`config.mk`:
```
export PLATFORM = sky130hd
export DESIGN_NAME = inst_writer
export DESIGN_NICKNAME = d
export VERILOG_FILES = /design/src/rtl/inst_writer.sv
export SDC_FILE = /design/constraint.sdc
export NUM_CORES = 1
export LEC_CHECK = 0
export ABC_AREA = 1
export BUFFER_PORTS_ARGS = -buffer_cell sky130_fd_sc_hd__buf_2
export CORE_ASPECT_RATIO = 0.7
export CORE_MARGIN = 2
export CORE_UTILIZATION = 58
export DETAILED_ROUTE_END_ITERATION = 12
export GPL_ROUTABILITY_DRIVEN = 0
export PLACE_DENSITY = 0.86
export SLEW_MARGIN = 25
export SYNTH_ARGS = -nofsm -noshare
export SYNTH_HDL_FRONTEND = slang
export SYNTH_SLANG_ARGS = --single-unit
```
`constraint.sdc`:
```
create_clock -name clk -period 3.3 [get_ports clk]
set_clock_uncertainty 0.2 [all_clocks]
set_input_delay 0.165 -clock clk [delete_from_list [all_inputs] [get_ports clk]]
set_output_delay 0.165 -clock clk [all_outputs]
set_load 0.02 [all_outputs]
```
`src/rtl/inst_writer.sv`:
```
// inst_writer: packs decoded instruction fields into 16-bit words.
// Words go to consecutive instruction-memory addresses starting at 0, and a
// small FIFO sits between the input handshake and the memory write port.
// A finish request drains the FIFO, appends a 16'h0000 terminator and parks
// the block in DONE until reset.
module inst_writer #(
  parameter int INST_WIDTH       = 16,
  parameter int INST_MEMORY_SIZE = 1024,
  parameter int ADDR_WIDTH       = 10,
  parameter int OPCODE_WIDTH     = 4,
  parameter int BUF_ID_WIDTH     = 2,
  parameter int MEM_LOC_WIDTH    = 10,
  parameter int FIFO_DEPTH       = 4
) (
  input  logic                     clk,
  input  logic                     rst,
  input  logic                     in_valid,
  output logic                     in_ready,
  input  logic [OPCODE_WIDTH-1:0]  in_opcode,
  input  logic [BUF_ID_WIDTH-1:0]  in_buf_id,
  input  logic [MEM_LOC_WIDTH-1:0] in_mem_loc,
  input  logic                     finish,
  output logic                     mem_we,
  output logic [ADDR_WIDTH-1:0]    mem_addr,
  output logic [INST_WIDTH-1:0]    mem_wdata,
  output logic [ADDR_WIDTH:0]      inst_count,
  output logic                     full,
  output logic                     err,
  output logic                     done
);

  localparam int PTR_W    = (FIFO_DEPTH > 1) ? $clog2(FIFO_DEPTH) : 1;
  localparam int CNT_W    = $clog2(FIFO_DEPTH + 1);
  localparam int N_LEGAL  = 4;

  localparam logic [OPCODE_WIDTH-1:0] OPCODE_LD       = OPCODE_WIDTH'(4'b0010);
  localparam logic [OPCODE_WIDTH-1:0] OPCODE_ST       = OPCODE_WIDTH'(4'b0011);
  localparam logic [OPCODE_WIDTH-1:0] OPCODE_GEMM     = OPCODE_WIDTH'(4'b0100);
  localparam logic [OPCODE_WIDTH-1:0] OPCODE_DRAINSYS = OPCODE_WIDTH'(4'b0101);

  localparam logic [N_LEGAL*OPCODE_WIDTH-1:0] LEGAL_OPS =
    {OPCODE_DRAINSYS, OPCODE_GEMM, OPCODE_ST, OPCODE_LD};

  // The last address is reserved for the terminator word.
  localparam logic [ADDR_WIDTH-1:0] LAST_ADDR = ADDR_WIDTH'(INST_MEMORY_SIZE - 1);

  typedef enum logic [1:0] {
    S_RUN,
    S_DRAIN,
    S_TERM,
    S_DONE
  } state_t;

  state_t state_reg, state_next;

  // FIFO storage and bookkeeping
  logic [INST_WIDTH-1:0] fifo_mem [FIFO_DEPTH];
  logic [PTR_W-1:0]      fifo_wp_reg;
  logic [PTR_W-1:0]      fifo_rp_reg;
  logic [CNT_W-1:0]      fifo_cnt_reg;
  logic                  fifo_empty;
  logic                  fifo_full;
  logic [INST_WIDTH-1:0] fifo_head;

  // Write-side registers
  logic [ADDR_WIDTH-1:0] wr_ptr_reg;
  logic [ADDR_WIDTH:0]   inst_count_reg;
  logic                  mem_we_reg;
  logic [ADDR_WIDTH-1:0] mem_addr_reg;
  logic [INST_WIDTH-1:0] mem_wdata_reg;
  logic                  err_reg;

  // Handshake / control decode
  logic [N_LEGAL-1:0]    op_match;
  logic                  op_legal;
  logic                  accept;
  logic                  push;
  logic                  pop;
  logic                  discard;
  logic                  term_enter;
  logic                  full_now;
  logic [INST_WIDTH-1:0] in_word;

  // One comparator per legal opcode; any hit makes the instruction legal.
  for (genvar gi = 0; gi < N_LEGAL; gi++) begin : g_op_match
    assign op_match[gi] = (in_opcode == LEGAL_OPS[gi*OPCODE_WIDTH +: OPCODE_WIDTH]);
  end

  assign op_legal   = |op_match;
  assign in_word    = INST_WIDTH'({in_opcode, in_buf_id, in_mem_loc});
  assign fifo_empty = (fifo_cnt_reg == '0);
  assign fifo_full  = (fifo_cnt_reg == CNT_W'(FIFO_DEPTH));
  assign fifo_head  = fifo_mem[fifo_rp_reg];
  assign full_now   = (wr_ptr_reg == LAST_ADDR);

  // State register.
  always_ff @(posedge clk) begin
    if (rst) begin
      state_reg <= S_RUN;
    end else begin
      state_reg <= state_next;
    end
  end

  // Next state plus handshake/pop/discard decisions, all from registered state.
  always_comb begin
    state_next = state_reg;
    in_ready   = 1'b0;
    pop        = 1'b0;
    discard    = 1'b0;
    case (state_reg)
      S_RUN: begin
        in_ready = !fifo_full;
        pop      = !fifo_empty && !full_now;
        if (finish) begin
          state_next = S_DRAIN;
        end
      end
      S_DRAIN: begin
        pop = !fifo_empty && !full_now;
        if (fifo_empty) begin
          state_next = S_TERM;
        end else if (full_now) begin
          // No room left: whatever is still queued can never be written.
          discard    = 1'b1;
          state_next = S_TERM;
        end
      end
      S_TERM: begin
        state_next = S_DONE;
      end
      S_DONE: begin
        state_next = S_DONE;
      end
      default: begin
        state_next = S_RUN;
      end
    endcase
  end

  assign accept     = in_valid && in_ready;
  assign push       = accept && op_legal;
  // The terminator is registered on the edge that enters TERM so that
  // mem_we is high exactly during the TERM cycle and low again in DONE.
  assign term_enter = (state_next == S_TERM);

  // FIFO payload: plain array, written at the write pointer only on a push.
  always_ff @(posedge clk) begin
    if (push) begin
      fifo_mem[fifo_wp_reg] <= in_word;
    end
  end

  // FIFO pointers and occupancy; a discard empties the queue in one step.
  always_ff @(posedge clk) begin
    if (rst) begin
      fifo_wp_reg  <= '0;
      fifo_rp_reg  <= '0;
      fifo_cnt_reg <= '0;
    end else if (discard) begin
      fifo_rp_reg  <= fifo_wp_reg;
      fifo_cnt_reg <= '0;
    end else begin
      if (push) begin
        fifo_wp_reg <= fifo_wp_reg + PTR_W'(1);
      end
      if (pop) begin
        fifo_rp_reg <= fifo_rp_reg + PTR_W'(1);
      end
      if (push && !pop) begin
        fifo_cnt_reg <= fifo_cnt_reg + CNT_W'(1);
      end else if (pop && !push) begin
        fifo_cnt_reg <= fifo_cnt_reg - CNT_W'(1);
      end
    end
  end

  // Memory write port, write pointer, instruction count and sticky error.
  always_ff @(posedge clk) begin
    if (rst) begin
      wr_ptr_reg     <= '0;
      inst_count_reg <= '0;
      mem_we_reg     <= 1'b0;
      mem_addr_reg   <= '0;
      mem_wdata_reg  <= '0;
      err_reg        <= 1'b0;
    end else begin
      mem_we_reg <= pop || term_enter;
      if (pop) begin
        mem_addr_reg   <= wr_ptr_reg;
        mem_wdata_reg  <= fifo_head;
        wr_ptr_reg     <= wr_ptr_reg + ADDR_WIDTH'(1);
        inst_count_reg <= inst_count_reg + (ADDR_WIDTH+1)'(1);
      end else if (term_enter) begin
        // Terminator: written at the current pointer, not counted.
        mem_addr_reg  <= wr_ptr_reg;
        mem_wdata_reg <= '0;
      end
      if ((accept && !op_legal) || discard) begin
        err_reg <= 1'b1;
      end
    end
  end

  assign mem_we     = mem_we_reg;
  assign mem_addr   = mem_addr_reg;
  assign mem_wdata  = mem_wdata_reg;
  assign inst_count = inst_count_reg;
  assign full       = full_now;
  assign err        = err_reg;
  assign done       = (state_reg == S_DONE);

endmodule
```
# Word-level counts from Yosys, hierarchy flattened
# Memory sizes are Yosys's and may differ from the RTL's. A register that Yosys moved wholly into a read port is not among the register bits.
# Cells that the tools add are included.
# op_classes
add_sub_neg	6
bitwise	1
reduce_logical	24
n_mux	21
n_eq_ne	10
# ops
operator	n
two-way mux 16 bit	2
two-way mux 10 bit	2
two-way mux 2 bit	7
adder 11 x 1 -> 11 bit (second input constant)	1
adder 10 x 1 -> 10 bit (second input constant)	1
== test 10 bit (second input constant)	1
== test 4 x 2 -> 1 bit (second input constant)	2
== test 4 x 3 -> 1 bit (second input constant)	2
two-way mux 1 bit	7
== test 2 bit (second input constant)	3
logical AND 1 bit	6
logical NOT 1 bit	6
two-way mux 3 bit	2
one-hot mux 2 bit (3 select lines)	1
nonzero test 2 bit	3
OR reduction 2 bit	3
adder 2 x 1 -> 2 bit (second input constant)	2
OR reduction 4 bit	1
adder 3 x 1 -> 3 bit (second input constant)	1
== test 3 bit (second input constant)	1
logical NOT 3 bit	1
subtractor 3 x 1 -> 3 bit (second input constant)	1
== test 2 x 1 -> 1 bit (second input constant)	1
logical NOT 2 bit	1
other kinds (3)	4
# totals
memories	1
word_cells	73
inputBits	20
ff_bits	58
ram_bits	64
out_inout_bits	42
# mem_list
memory	depth	width	rd	rd_clocked_by_memory_dff	wr	line	source
fifo_mem	4	16	1	1	1	57	logic [INST_WIDTH-1:0] fifo_mem [FIFO_DEPTH];

# Longest topological paths before layout
# logic_depth
depth_word	9
ltp_mapped	13
depth_no_buf	12

# Least setup slack after synthesis
# OpenSTA, ideal clock, no wires.
# synth_path
kind	reg-to-reg
start	register fifo_cnt_reg[0]
end	memory fifo_mem[0][0] (enable)
path_slack_ns	0.724
t_arrival_ns	1.987
path_stages_with_launch	7
n_path_buf	0
t_required_ns	2.711
synth_period_minus_slack_ns	2.576
setup_ns	0.389
cell_sequence	dfxtp_1 > nor2_1 > a21oi_1 > nand2_1 > nor2_1 > inv_1 > nor2_1
# synth_via
elab_chain_cells	7
# synth_rtl
item	line	source
from (decl)	60	logic [CNT_W-1:0] fifo_cnt_reg;
from (signal assigned)	171	fifo_cnt_reg <= fifo_cnt_reg + CNT_W'(1);
from (signal assigned)	173	fifo_cnt_reg <= fifo_cnt_reg - CNT_W'(1);
== test 3 bit	92	assign fifo_full = (fifo_cnt_reg == CNT_W'(FIFO_DEPTH));
logical NOT 1 bit	113	in_ready = !fifo_full;
two-way mux 1 bit	111	case (state_reg)
net in_ready	18	output logic in_ready,
logical AND 1 bit	141	assign accept = in_valid && in_ready;
logical AND 1 bit	142	assign push = accept && op_legal;
two-way mux 1 bit	149	if (push) begin
two-way mux 1 bit (implied by the code)	150	fifo_mem[fifo_wp_reg] <= in_word;
to (decl)	57	
# The timed path passes the listed nets, and every way through them passes these cells.

# Worst setup path after layout
# layout_path
start	register wr_ptr_reg[0]
end	register fifo_cnt_reg[2]
# layout_via
elab_chain_cells	7
elab_cells_between_ends	13
classes_between	eq/ne (1); mux (5); reduce/logical (7)
# layout_rtl
item	line	source
from (decl)	66	logic [ADDR_WIDTH-1:0] wr_ptr_reg;
from (signal assigned)	192	wr_ptr_reg <= wr_ptr_reg + ADDR_WIDTH'(1);
== test 10 bit (*)	94	assign full_now = (wr_ptr_reg == LAST_ADDR);
logical NOT 1 bit	114, 120	
logical AND 1 bit	114, 120	
two-way mux 1 bit	--	
logical NOT 1 bit	170	if (push && !pop) begin
logical AND 1 bit	170	
two-way mux 3 bit or nonzero test 2 bit (tied branches)	--	
# Mark *: on every way between the ends. The rest lies on a longest branch, timed or not.
# A chain may end at the register's enable or synchronous reset.

==> impl_results.md <==
* Worst setup EP type: register
* DRC viols at 0
* Met3 usage at 0.0799
* Yosys cell types at 27
* EDFF count, synth at 64
* Fin crit period at 2.91 ns
* Clock tree sinks at roughly 120
* Total Routing Usage GR at 0.264
* Mapped Cells at 550
* Global route overflow at 0
* Clock power share at 0.335
* Yosys warns at 0
* Initial antenna violation count at 0
* RSZ-0062 raised after global routing: no
* Final hold violations at 0
* PD cells at 883 nW/µm²
* Clock transition at path regs at 0.05 ns
* Number of global-route vias before repair at 3944
* Synthesis-to-layout area growth at 22.5%
* Critical Path Start: wr_ptr_reg[0]
* Most Crowded Layer GR: met2
* CTS tree: done
* Peak supply drop at 467 µV
* Final ANT Viol Nets at 0
* Die width at 117 µm
* Met1 usage at 0.328
* DRT Pass-1 Iters at 5
* Clock Path Buffers at 2
* Nets@finish at around 660
* CP arrival at 3.02 ns
* Sequential fraction of the synthesis area at 0.607
* Outcome: complete, no violations
* Design area at between 6000 and 7000 µm²
* Detailed Route WL at about 12000 µm
* Cell depth of the worst flop-to-flop path at 12
* Port Buffers at just over 60
* Slew at the pin closest to its max-slew limit at 0.924 ns
* H-tree Lvls at 4
* Met2 GRT Util at 0.440
* Synth area leaders: edfxtp_1 (37%), dfxtp_1 (23%), nor2_1 (7.5%), nand2_1 (6.6%), o21ai_0 (6.1%)
* Vias per cell at 5.52
* Dominant cell type by area after synthesis: edfxtp_1
* Full die area at 9650 µm²
* Ant. Diodes at 0
* Via Count at between 4000 and 5000
* IO Pins at 62
* Fin cells at 763
* Global-route wire length before repair at 18900 µm
* Kind of critical path: register to register
* Hold crit path type: input port to register
* CP Data Required Time at 3.41 ns
* Flop pwr share at 0.372
* CTS Buf Count at 17
* Initial core utilization at 0.602
* Worst-skew pair later-pin latency at 0.42 ns
* Most frequent cells after synthesis: nor2_1 (103), nand2_1 (91), edfxtp_1 (64)
* Combinational share of power at 0.293
* CP max FO at 46
* Mapped Area at 5140 µm²
* Slew margin rel. at 0.383
* #FFs+latches synth at 124
* Startpoint Class: register
* Die Ht at 82.8 µm
* Largest net degree at the start of global routing at 47
* Mapped Nets at 578
* Post-Place Cells at 713
* CTS root buffer: clkbuf_16
* Syn avg cell area at 9.35 µm²
* Fin. max-slew vios at 0
* Leak Pwr at ~2.5 nW
* Switching Fraction at 0.358
* Fin util at 0.737
* Reg2reg start: wr_ptr_reg[0]
* Worst reg-to-reg setup slack at 0.39 ns
* DP Wirelength at 7400 µm
* Layout cells sized above 1 at 0.165
* FP Rows at 28
* Drt first-iter violations at around 420
* Tcrit/Tclk final at 0.882
* DP Area at 5510 µm²
* Total power at 5.57 mW
* Most frequent cell after synthesis: nor2_1
* Critical Path Sink: fifo_cnt_reg[2]
* Hold path cells at 3
* Max FFs per register at 64
* Net Switching at 1.99 mW
* Core area at 8550 µm²
* Async SR Flop Fraction at 0
* Ys flop type: edfxtp_1
* Setup TNS at 0 ns
* Endpoints failing setup at 0
* Routed len/inst at 15.6 µm
* Max-Cap Viols at 0
* Peak Freq at 343 MHz
* Pint at 3.58 mW
* Worst R2R End: fifo_cnt_reg[2]
* Top cell type's share of synthesized area at 0.374
final cells by class:
cell class	instances	area, µm²
clock buffers	27	557
clock inverters	5	52.6
fillers	599	2250
inverters	37	139
multi-input cells	365	1750
flip-flops and latches	124	3120
well taps	120	150
repair buffers	85	531
kinds of logic (layout without fill, tap and decap cells):
| family | Yosys count | after routing | share of synthesized area |
|---|---|---|---|
| AND/OR/NAND/NOR | 230 | 230 | 0.187 |
| AO/OA/AOI/OAI | 117 | 117 | 0.115 |
| XOR/XNOR | 10 | 10 | 0.0170 |
| adder cells (fa/ha/maj) | 8 | 8 | 0.0209 |
| flip-flops | 124 | 124 | 0.607 |
| buffers and inverters | 61 | 154 | 0.0528 |
through the flow:
stage	setup WS, ns	hold WS (ns)
final	0.388	0.0700
after global placement	0.675	0.178
after global routing	0.248	0.0731
after detailed placement	0.520	0.185
after floorplan	0.724	0.0639
after CTS	0.431	0.0553
what timing repair did:
action / 4_1_cts / 5_1_grt
gates resized for setup: 0 / 0
endpoints found under the setup margin: 0 / 0
hold endpoints to repair: 66 / 0
buffers inserted: 0 / 0
hold buffers: 18 / 0
cells in the final DEF, fill, tap and decap left out, types with 4 or more instances in the layout:
master           n
a21oi_1         40
buf_2           61
buf_4            6
clkbuf_1         4
clkbuf_16       20
dfxtp_1         59
dlygate4sd3_1   18
edfxtp_1        64
ha_1             7
inv_1           34
nand2_1         91
nand3_1         24
nand4_1          5
nor2_1         103
o21ai_0         63
o21ai_1         12
xnor2_1          6
xor2_1           4
worst min-delay path by stage:
stage                        from               to  slack [ns]
floorplan           in_mem_loc[0]   fifo_mem[0][0]        0.06
CTS                           rst    wr_ptr_reg[7]        0.06
detailed placement   in_buf_id[1]  fifo_mem[1][11]        0.18
global placement     in_buf_id[1]  fifo_mem[0][11]        0.18
finish                        rst    wr_ptr_reg[7]        0.07
global route                  rst    wr_ptr_reg[7]        0.07
critical path, stage by stage (launching register included):
cell	delay (ns)
dfxtp_1	0.49
ha_1	0.23
inv_1	0.09
nor2_4	0.19
nand3_4	0.14
nand2_8	0.26
ha_1	0.22
inv_1	0.08
fa_1	0.39
a21oi_1	0.16
o21ai_0	0.12
xor2_1	0.16
nor2_1	0.06
power groups by stage:
stage / Combinational [mW] / Sequential (mW) / Clock [mW]
3_5_place_dp: 1.58 / 2.09 / 0
5_1_grt: 1.83 / 2.10 / 1.95
6_report: 1.63 / 2.07 / 1.86
3_3_place_gp: 1.51 / 2.07 / 0
2_1_floorplan: 1.05 / 2.22 / 0
4_1_cts: 1.62 / 2.06 / 1.87
metal layers:
layer / vias to the layer above / wire [µm]
met5: - / 0
met4: 0 / 240
met3: 27 / 829
met2: 175 / 5890
met1: 2011 / 4910
li1: 1997 / -
Note: power is estimated with default switching activity, not from simulation.
